## src/rtl/msg_scroller_pkg.sv

```systemverilog
// Shared types and constants for the message scroller: state encoding,
// character code width, blank code and the message glyph table.
package msg_scroller_pkg;

  typedef enum logic [1:0] {
    ST_IDLE   = 2'd0,
    ST_SCROLL = 2'd1,
    ST_HOLD   = 2'd2
  } state_t;

  localparam int          CODE_W       = 4;
  localparam int          NUM_DIGITS   = 8;
  localparam logic [3:0]  BLANK_CODE   = 4'hF;
  localparam int          MSG_BASE_LEN = 8;

  // MSG[0] is the first character to enter from the right.
  localparam logic [3:0] MSG [0:MSG_BASE_LEN-1] = '{
    4'd7, 4'd6, 4'd5, 4'd4, 4'd3, 4'd2, 4'd1, 4'd0
  };

  // Message glyph at index idx; longer messages repeat the base table.
  function automatic logic [3:0] msg_char(input int idx);
    logic [2:0] sel;
    sel = 3'(idx % MSG_BASE_LEN);
    return MSG[sel];
  endfunction

endpackage

```

## src/rtl/msg_scroller_if.sv

```systemverilog
// Control and display bundle between the button/control side (master)
// and the scroller (slave).
interface msg_scroller_if;
  logic        start;
  logic        hold;
  logic        stop;
  logic [31:0] digits;
  logic        frame_upd;
  logic        busy;

  modport master (
    output start, hold, stop,
    input  digits, frame_upd, busy
  );

  modport slave (
    input  start, hold, stop,
    output digits, frame_upd, busy
  );
endinterface

```

## src/rtl/msg_scroller_tick_gen.sv

```systemverilog
// Prescaler: counts 0..DIV-1 while enabled and flags the terminal count.
// clr forces the count back to zero; a disabled counter keeps its value.
module msg_scroller_tick_gen #(
  parameter logic [31:0] DIV = 32'd25_000_000
) (
  input  logic clk,
  input  logic rst,
  input  logic en,
  input  logic clr,
  output logic tick
);
  localparam logic [31:0] LAST = DIV - 32'd1;

  logic [31:0] cnt;

  assign tick = en && (cnt == LAST);

  // Count while enabled, wrap on terminal count, hold otherwise.
  always_ff @(posedge clk) begin
    if (rst || clr) begin
      cnt <= '0;
    end else if (en) begin
      cnt <= tick ? '0 : cnt + 32'd1;
    end
  end
endmodule

```

## src/rtl/msg_scroller.sv

```systemverilog
// Message scroller: feeds eight 4-bit character codes to the seven-segment
// driver, scrolling a fixed message right-to-left at TICK_DIV clocks/step.
// Optional macro SCROLL_HOLD_BLINK_EN makes the frozen frame blink in HOLD.
//
// state     | meaning
// ----------+-----------------------------------------------------------
// ST_IDLE   | display blank, prescaler cleared, waiting for start
// ST_SCROLL | prescaler running, pos advances on each tick
// ST_HOLD   | frame frozen, prescaler holds its count
module msg_scroller
  import msg_scroller_pkg::*;
#(
  parameter logic [31:0] TICK_DIV = 32'd25_000_000,
  parameter int          MSG_LEN  = 8
) (
  input logic          clk,
  input logic          rst,
  msg_scroller_if.slave bus
);
  localparam int L     = MSG_LEN + 8;
  localparam int POS_W = $clog2(L);
  localparam logic [POS_W-1:0] POS_LAST = POS_W'(L - 1);

  state_t           state, state_nxt;
  logic [POS_W-1:0] pos, pos_nxt;
  logic [31:0]      digits;
  logic             frame_upd;
  logic             upd;
  logic             blank_sel;
  logic             cnt_en, cnt_clr;
  logic             tick;

  // Frame for position p: digit k shows stream entry (p + 7 - k) mod L,
  // where the first eight stream entries are blanks.
  function automatic logic [31:0] frame_at(input logic [POS_W-1:0] p);
    logic [31:0] f;
    int          idx;
    f = '1;
    for (int k = 0; k < NUM_DIGITS; k++) begin
      idx = int'(p) + 7 - k;
      if (idx >= L) idx = idx - L;
      if (idx >= 8) f[k*CODE_W +: CODE_W] = msg_char(idx - 8);
      else          f[k*CODE_W +: CODE_W] = BLANK_CODE;
    end
    return f;
  endfunction

  msg_scroller_tick_gen #(.DIV(TICK_DIV)) u_tick_gen (
    .clk  (clk),
    .rst  (rst),
    .en   (cnt_en),
    .clr  (cnt_clr),
    .tick (tick)
  );

`ifdef SCROLL_HOLD_BLINK_EN
  logic blink_en, blink_tick, phase, phase_nxt;

  assign blink_en  = (state == ST_HOLD) && !bus.stop && bus.hold;
  assign phase_nxt = (state_nxt == ST_HOLD) ? (phase ^ blink_tick) : 1'b0;
  assign blank_sel = phase_nxt;

  msg_scroller_tick_gen #(.DIV(TICK_DIV)) u_blink_gen (
    .clk  (clk),
    .rst  (rst),
    .en   (blink_en),
    .clr  (state != ST_HOLD),
    .tick (blink_tick)
  );

  // Blink phase: toggles on each blink tick in HOLD, cleared when leaving.
  always_ff @(posedge clk) begin
    if (rst) phase <= 1'b0;
    else     phase <= phase_nxt;
  end
`else
  assign blank_sel = 1'b0;
`endif

  // State register.
  always_ff @(posedge clk) begin
    if (rst) begin
      state <= ST_IDLE;
      pos   <= '0;
    end else begin
      state <= state_nxt;
      pos   <= pos_nxt;
    end
  end

  // Next-state, position and frame-update decisions; stop beats hold beats start.
  always_comb begin
    state_nxt = state;
    pos_nxt   = pos;
    upd       = 1'b0;
    cnt_en    = 1'b0;
    cnt_clr   = 1'b0;
    case (state)
      ST_IDLE: begin
        cnt_clr = 1'b1;
        if (!bus.stop && bus.start) begin
          state_nxt = ST_SCROLL;
          pos_nxt   = '0;
          upd       = 1'b1;
        end
      end
      ST_SCROLL: begin
        if (bus.stop) begin
          state_nxt = ST_IDLE;
          pos_nxt   = '0;
          upd       = 1'b1;
        end else if (bus.hold) begin
          state_nxt = ST_HOLD;
        end else begin
          cnt_en = 1'b1;
          if (tick) begin
            pos_nxt = (pos == POS_LAST) ? '0 : pos + POS_W'(1);
            upd     = 1'b1;
          end
        end
      end
      ST_HOLD: begin
        if (bus.stop) begin
          state_nxt = ST_IDLE;
          pos_nxt   = '0;
          upd       = 1'b1;
        end else if (!bus.hold) begin
          state_nxt = ST_SCROLL;
`ifdef SCROLL_HOLD_BLINK_EN
          if (phase) upd = 1'b1;
`endif
        end else begin
`ifdef SCROLL_HOLD_BLINK_EN
          if (blink_tick) upd = 1'b1;
`endif
        end
      end
      default: begin
        state_nxt = ST_IDLE;
        pos_nxt   = '0;
        upd       = 1'b1;
      end
    endcase
  end

  // Registered display frame, built from the position being loaded.
  always_ff @(posedge clk) begin
    if (rst) begin
      digits    <= '1;
      frame_upd <= 1'b0;
    end else begin
      frame_upd <= upd;
      if (upd) digits <= blank_sel ? '1 : frame_at(pos_nxt);
    end
  end

  assign bus.digits    = digits;
  assign bus.frame_upd = frame_upd;
  assign bus.busy      = (state != ST_IDLE);

endmodule

```

## src/flat_wrapper.sv

```systemverilog
// flat-port wrapper written by rule: the top's interface ports become plain ports
module msg_scroller_flat import msg_scroller_pkg::*;
#(
  parameter logic [31:0] TICK_DIV = 32'd25_000_000,
  parameter int          MSG_LEN  = 8
)
  (clk, rst, bus_start, bus_hold, bus_stop, bus_digits, bus_frame_upd, bus_busy);
  msg_scroller_if bus_i ();
  input logic clk;
  input logic rst;
  input wire logic [$bits(bus_i.start)-1:0] bus_start;
  input wire logic [$bits(bus_i.hold)-1:0] bus_hold;
  input wire logic [$bits(bus_i.stop)-1:0] bus_stop;
  output wire logic [$bits(bus_i.digits)-1:0] bus_digits;
  output wire logic [$bits(bus_i.frame_upd)-1:0] bus_frame_upd;
  output wire logic [$bits(bus_i.busy)-1:0] bus_busy;
  assign bus_i.start = bus_start;
  assign bus_i.hold = bus_hold;
  assign bus_i.stop = bus_stop;
  assign bus_digits = bus_i.digits;
  assign bus_frame_upd = bus_i.frame_upd;
  assign bus_busy = bus_i.busy;
  msg_scroller #(.TICK_DIV(TICK_DIV), .MSG_LEN(MSG_LEN)) u_core (.clk(clk), .rst(rst), .bus(bus_i));
endmodule
```

## config.mk

```make
export PLATFORM = sky130hd
export DESIGN_NAME = msg_scroller_flat
export DESIGN_NICKNAME = d
export VERILOG_FILES = /design/src/rtl/msg_scroller_pkg.sv /design/src/rtl/msg_scroller_if.sv /design/src/rtl/msg_scroller_tick_gen.sv /design/src/rtl/msg_scroller.sv /design/src/flat_wrapper.sv
export SDC_FILE = /design/constraint.sdc
export NUM_CORES = 1
export LEC_CHECK = 0
export ABC_AREA = 1
export CAP_MARGIN = 15
export CORE_UTILIZATION = 55
export DETAILED_ROUTE_END_ITERATION = 8
export GPL_TIMING_DRIVEN = 0
export PLACE_DENSITY = 0.81
export SLEW_MARGIN = 20
export SYNTH_ARGS = -nofsm -noshare
export SYNTH_HDL_FRONTEND = slang
export SYNTH_HIERARCHICAL = 1
export SYNTH_SLANG_ARGS = --single-unit
```

## constraint.sdc

```tcl
create_clock -name clk -period 5.45 [get_ports clk]
set_clock_uncertainty 0.1 [all_clocks]
set_input_delay 0.8175 -clock clk [delete_from_list [all_inputs] [get_ports clk]]
set_output_delay 0.8175 -clock clk [all_outputs]
set_load 0.1 [all_outputs]
```

==> results.md <==
- The layout cell share with drive strength beyond 1 is 0.130.
- At the end of routability-driven placement, the weighted congestion stood at 0.918.
- The compound-gate portion of the synthesized area is 0.111.
- The mux share of post-synthesis cell area is 0.
- The number of top-level design ports is 39.
- Excluding fillers, the count of instances in the completed layout stands at 839.
- The share of the synthesized netlist area taken by xor and xnor gates is 0.0214.
- The end of the worst hold path is u_core/bus.digits[3].
- The reported max-cap violation count is 0.
- The largest single stage delay on the critical path is 0.48 ns.
- In this run the core area contains 32 standard-cell rows.
- The total vias in the final route is 4529.
- The final period demand of the worst path is 5.17 ns.
- The flow ran to the end, and the final reports show no timing, DRC or antenna violations.
- The final worst-path cycle share is 0.948.
- The number of fill cells in the layout is 671.
- The final HPWL from detailed placement is 8540 um.
- The path type of the worst setup path is in2reg.
- The worst max-slew margin expressed relative to the limit is 0.323.
- The endpoint type of the worst setup path is a flop.
- The total area inside the core boundary comes to 0.00781 mm2.
- The smallest hold slack is 0.364 ns.
- The standby leakage power is 2.24 nW.
- From left edge to right edge, the die measures 92.4 um.
- The first global-routing pass estimated 19400 um of wire.
- At the worst endpoint, the arrival time is 5.36 ns.
- The total power per unit cell area is 260 mW/mm2.
- The number of global-route vias before repair is 4337.
- Sorting the synthesized cells by area gives the leading types as sky130_fd_sc_hd__dfxtp_1, sky130_fd_sc_hd__nand2_1, sky130_fd_sc_hd__ha_1, sky130_fd_sc_hd__inv_1, sky130_fd_sc_hd__nor2_1.
- For this block, the routed nets add up to 11500 um of wire.
- The most area-hungry cell type in the Yosys netlist is sky130_fd_sc_hd__dfxtp_1.
- The area growth from synthesis to final layout is 19.6%.
- The depth of the worst register-to-register path is 30.
- Synthesis produced 675 cells.
- The repair_antennas step left the layout with diodes totalling 0.
- The highest net fanout along the worst path is 7.
- For this run the aggregate overflow at the end of global routing stands at 0.
- In this run the worst hold path is classified as reg2reg.
- Clock-pin slew was measured on the worst setup and hold paths at 0.08 ns.
- After the first detailed-routing iteration, the DRC count stood at 199.
- For this run, the top clock speed supported by timing is 193 MHz.
- The number of synthesized flops with an enable pin is 0.
- The number of nets in the synthesized netlist is 706.
- The capture point of the worst reg-to-reg path is u_core/bus.digits[15].
- After synthesis the cells add up to 0.00449 mm2.
- The number of antenna violations at the first check in global routing came to 0.
- At the worst endpoint, the required time is 5.64 ns.
- In the synthesized netlist, the cells that appear most often are sky130_fd_sc_hd__nand2_1, sky130_fd_sc_hd__inv_1, sky130_fd_sc_hd__nor2_1.
- Before antenna repair, the detailed router went through 5 iterations.
- The maximum clock insertion buffer count is 2.
- The number of different library cells used by synthesis comes to 43.
- The count of endpoints failing setup in the final report is 0.
- The number of buffers inserted during clock tree synthesis is 9.
- The number of instances on the worst hold path is 2.
- The beginning of the worst register-to-register path is u_core/state[0].
- Of the synthesized area, sequential elements account for 0.316.
- The post-synthesis simple-gate area fraction is 0.381.
- Once placement finished, the instance area stood at 0.00500 mm2.
- The synthesized design contains 71 register bits.
- After synthesis, the largest family of logic cells by area is simple AND/OR/NAND/NOR gates.
- The total count of hold-check failures in the final report is 0.
- The H-tree generated during clock tree synthesis spans 3 levels.
- The number of max-slew violations in the final report is 0.
- The setup slack of the most critical reg-to-reg path is 0.90 ns.
- In this run the remaining antenna-violating nets after routing total 0.
- For this design, the slowest cell found on the critical path is sky130_fd_sc_hd__clkdlybuf4s50_1.
- The cell chosen for the clock root is sky130_fd_sc_hd__clkbuf_8.
- The worst-skew pair later-pin latency is 0.35 ns.
- The area of all placed cells without fillers is 0.00537 mm2.
- The detail-routed via count per cell is 5.40.
- The worst supply voltage drop on vdd is 0.279 mV.
- The Yosys warning count is 6.
- Of the post-synthesis cell area, the dominant cell type holds 0.316.
- In this run the most critical hold path is launched from u_core/bus.digits[3].
- The most used flip-flop cell after synthesis is sky130_fd_sc_hd__dfxtp_1.
- For the pin with the worst max-slew slack, the measured transition is 1.01 ns.
- The most frequent cell after synthesis is sky130_fd_sc_hd__nand2_1.
- The initial core utilization is 0.575.
- The number of buffers added on ports is 38.
- The clock net in this run drives a total of 71 sinks.
- The total die area is 0.00853 mm2.
- For this run, design rule violations remaining after detail routing come to 0.
- The pin count of the biggest net entering global routing is 14.
- The number of placed instances, taps included, is 815.
- The floorplan die height is 92.4 um.
- In the final design database the tool counted 763 nets.
- In the final routed layout, each cell accounts on average for 13.7 um.
- The worst setup path is launched from an input port.
- The mean post-synth cell area is 6.65 um2.
- In the synthesized netlist the async set-or-reset flop fraction comes to 0.
- Of the total synthesized cell area, the portion taken by full adders, half adders and majority gates is 0.0724.
- TritonCTS built the clock tree.
- The all-layer global routing usage is 0.282.
worst max-delay path, delay by kind of cell:
kind	cells	cell delay, ns
AND/OR/NAND/NOR	16	1.98
buffers and inverters	7	1.03
adder cells (fa/ha/maj)	4	0.96
AO/OA/AOI/OAI	5	0.55
where the power goes:
group / switching, W / internal (W) / leakage (nW) / total (W)
sequential: 0.0000143 / 0.000543 / 0.578 / 0.000557
clock: 0.000211 / 0.000305 / 0.120 / 0.000516
combinational: 0.000254 / 0.0000700 / 1.55 / 0.000324
how the worst max path moves through the flow:
stage,startpoint,slack (ns),endpoint,depth (start not counted)
final,bus_stop,0.28,u_core/bus.digits[15],32
after global routing,bus_stop,-0.01,u_core/bus.digits[6],31
after CTS,bus_stop,0.02,u_core/bus.digits[4],31
after detailed placement,bus_stop,-0.93,u_core/bus.digits[4],31
after global placement,bus_stop,-0.84,u_core/bus.digits[4],31
after floorplan,bus_stop,0.56,u_core/bus.digits[7],30
layer usage:
metal / share of wire / global-route usage
met1: 0.41 / 0.325
met2: 0.50 / 0.519
met3: 0.062 / 0.0575
met4: 0.020 / 0.0898
met5: 0 / 0
flip-flops by register name (all words and copies together) (netlist names):
| signal | flops |
|---|---|
| u_core/state | 2 |
| u_core/bus.digits | 32 |
| u_core/bus.frame_upd | 1 |
| u_core/pos | 4 |
| u_core/u_tick_gen/cnt | 32 |
cell type report:
| cell class | instances | area (um2) | share of cell area |
|---|---|---|---|
| clock buffer | 9 | 124 | 0.0231 |
| multi-input combinational | 496 | 2690 | 0.501 |
| sequential | 71 | 1420 | 0.264 |
| timing repair buffer | 46 | 440 | 0.0820 |
| inverter | 94 | 362 | 0.0673 |
| clock inverter | 7 | 120 | 0.0224 |
| buffer | 14 | 86.3 | 0.0161 |
| tap | 102 | 128 | 0.0237 |
cells by family after synthesis:
family                     count (synthesis)
buffers and inverters                    108
xor gates and xnor gates                  11
and+or+nand+nor                          373
DFF                                       71
adders and majority gates                 26
AOI/OAI and AO/OA                         86
what timing repair did:
item | CTS | global route
endpoints found under the setup margin | 24 | 20
endpoints found under the hold margin | 0 | 0
gates resized for setup | 6 | 11
pin swaps | 1 | 2
buffers inserted | 1 | 7
hold buffers | 0 | 0
cells in the final DEF, fill, tap and decap left out, types with 8 or more instances in the layout:
master,synthesis,layout
sky130_fd_sc_hd__dfxtp_1,71,71
sky130_fd_sc_hd__inv_1,83,82
sky130_fd_sc_hd__a21oi_1,49,48
sky130_fd_sc_hd__nand4_1,10,10
sky130_fd_sc_hd__nand2_1,176,175
sky130_fd_sc_hd__nor2_1,82,78
sky130_fd_sc_hd__clkbuf_8,0,9
sky130_fd_sc_hd__ha_1,26,24
sky130_fd_sc_hd__clkdlybuf4s50_1,0,38
sky130_fd_sc_hd__buf_4,2,10
sky130_fd_sc_hd__o21ai_0,19,19
sky130_fd_sc_hd__nand3_1,50,49
sky130_fd_sc_hd__nor2_2,8,10
sky130_fd_sc_hd__nand2_2,15,15
sky130_fd_sc_hd__nor3_1,8,8
per-stage QoR:
stage | total power, W | setup slack, ns | util | TNS, ns
final | 0.00140 | 0.282 | 0.688 | 0
after floorplan | 0.000812 | 0.563 | - | 0
after global placement | 0.000885 | -0.841 | 0.640 | -15.25
after global routing | 0.00145 | -0.0141 | 0.688 | -0.0212
after detailed placement | 0.000888 | -0.927 | 0.640 | -17.23
after CTS | 0.00140 | 0.0228 | 0.675 | 0
Power figures use the tool's default switching activity.
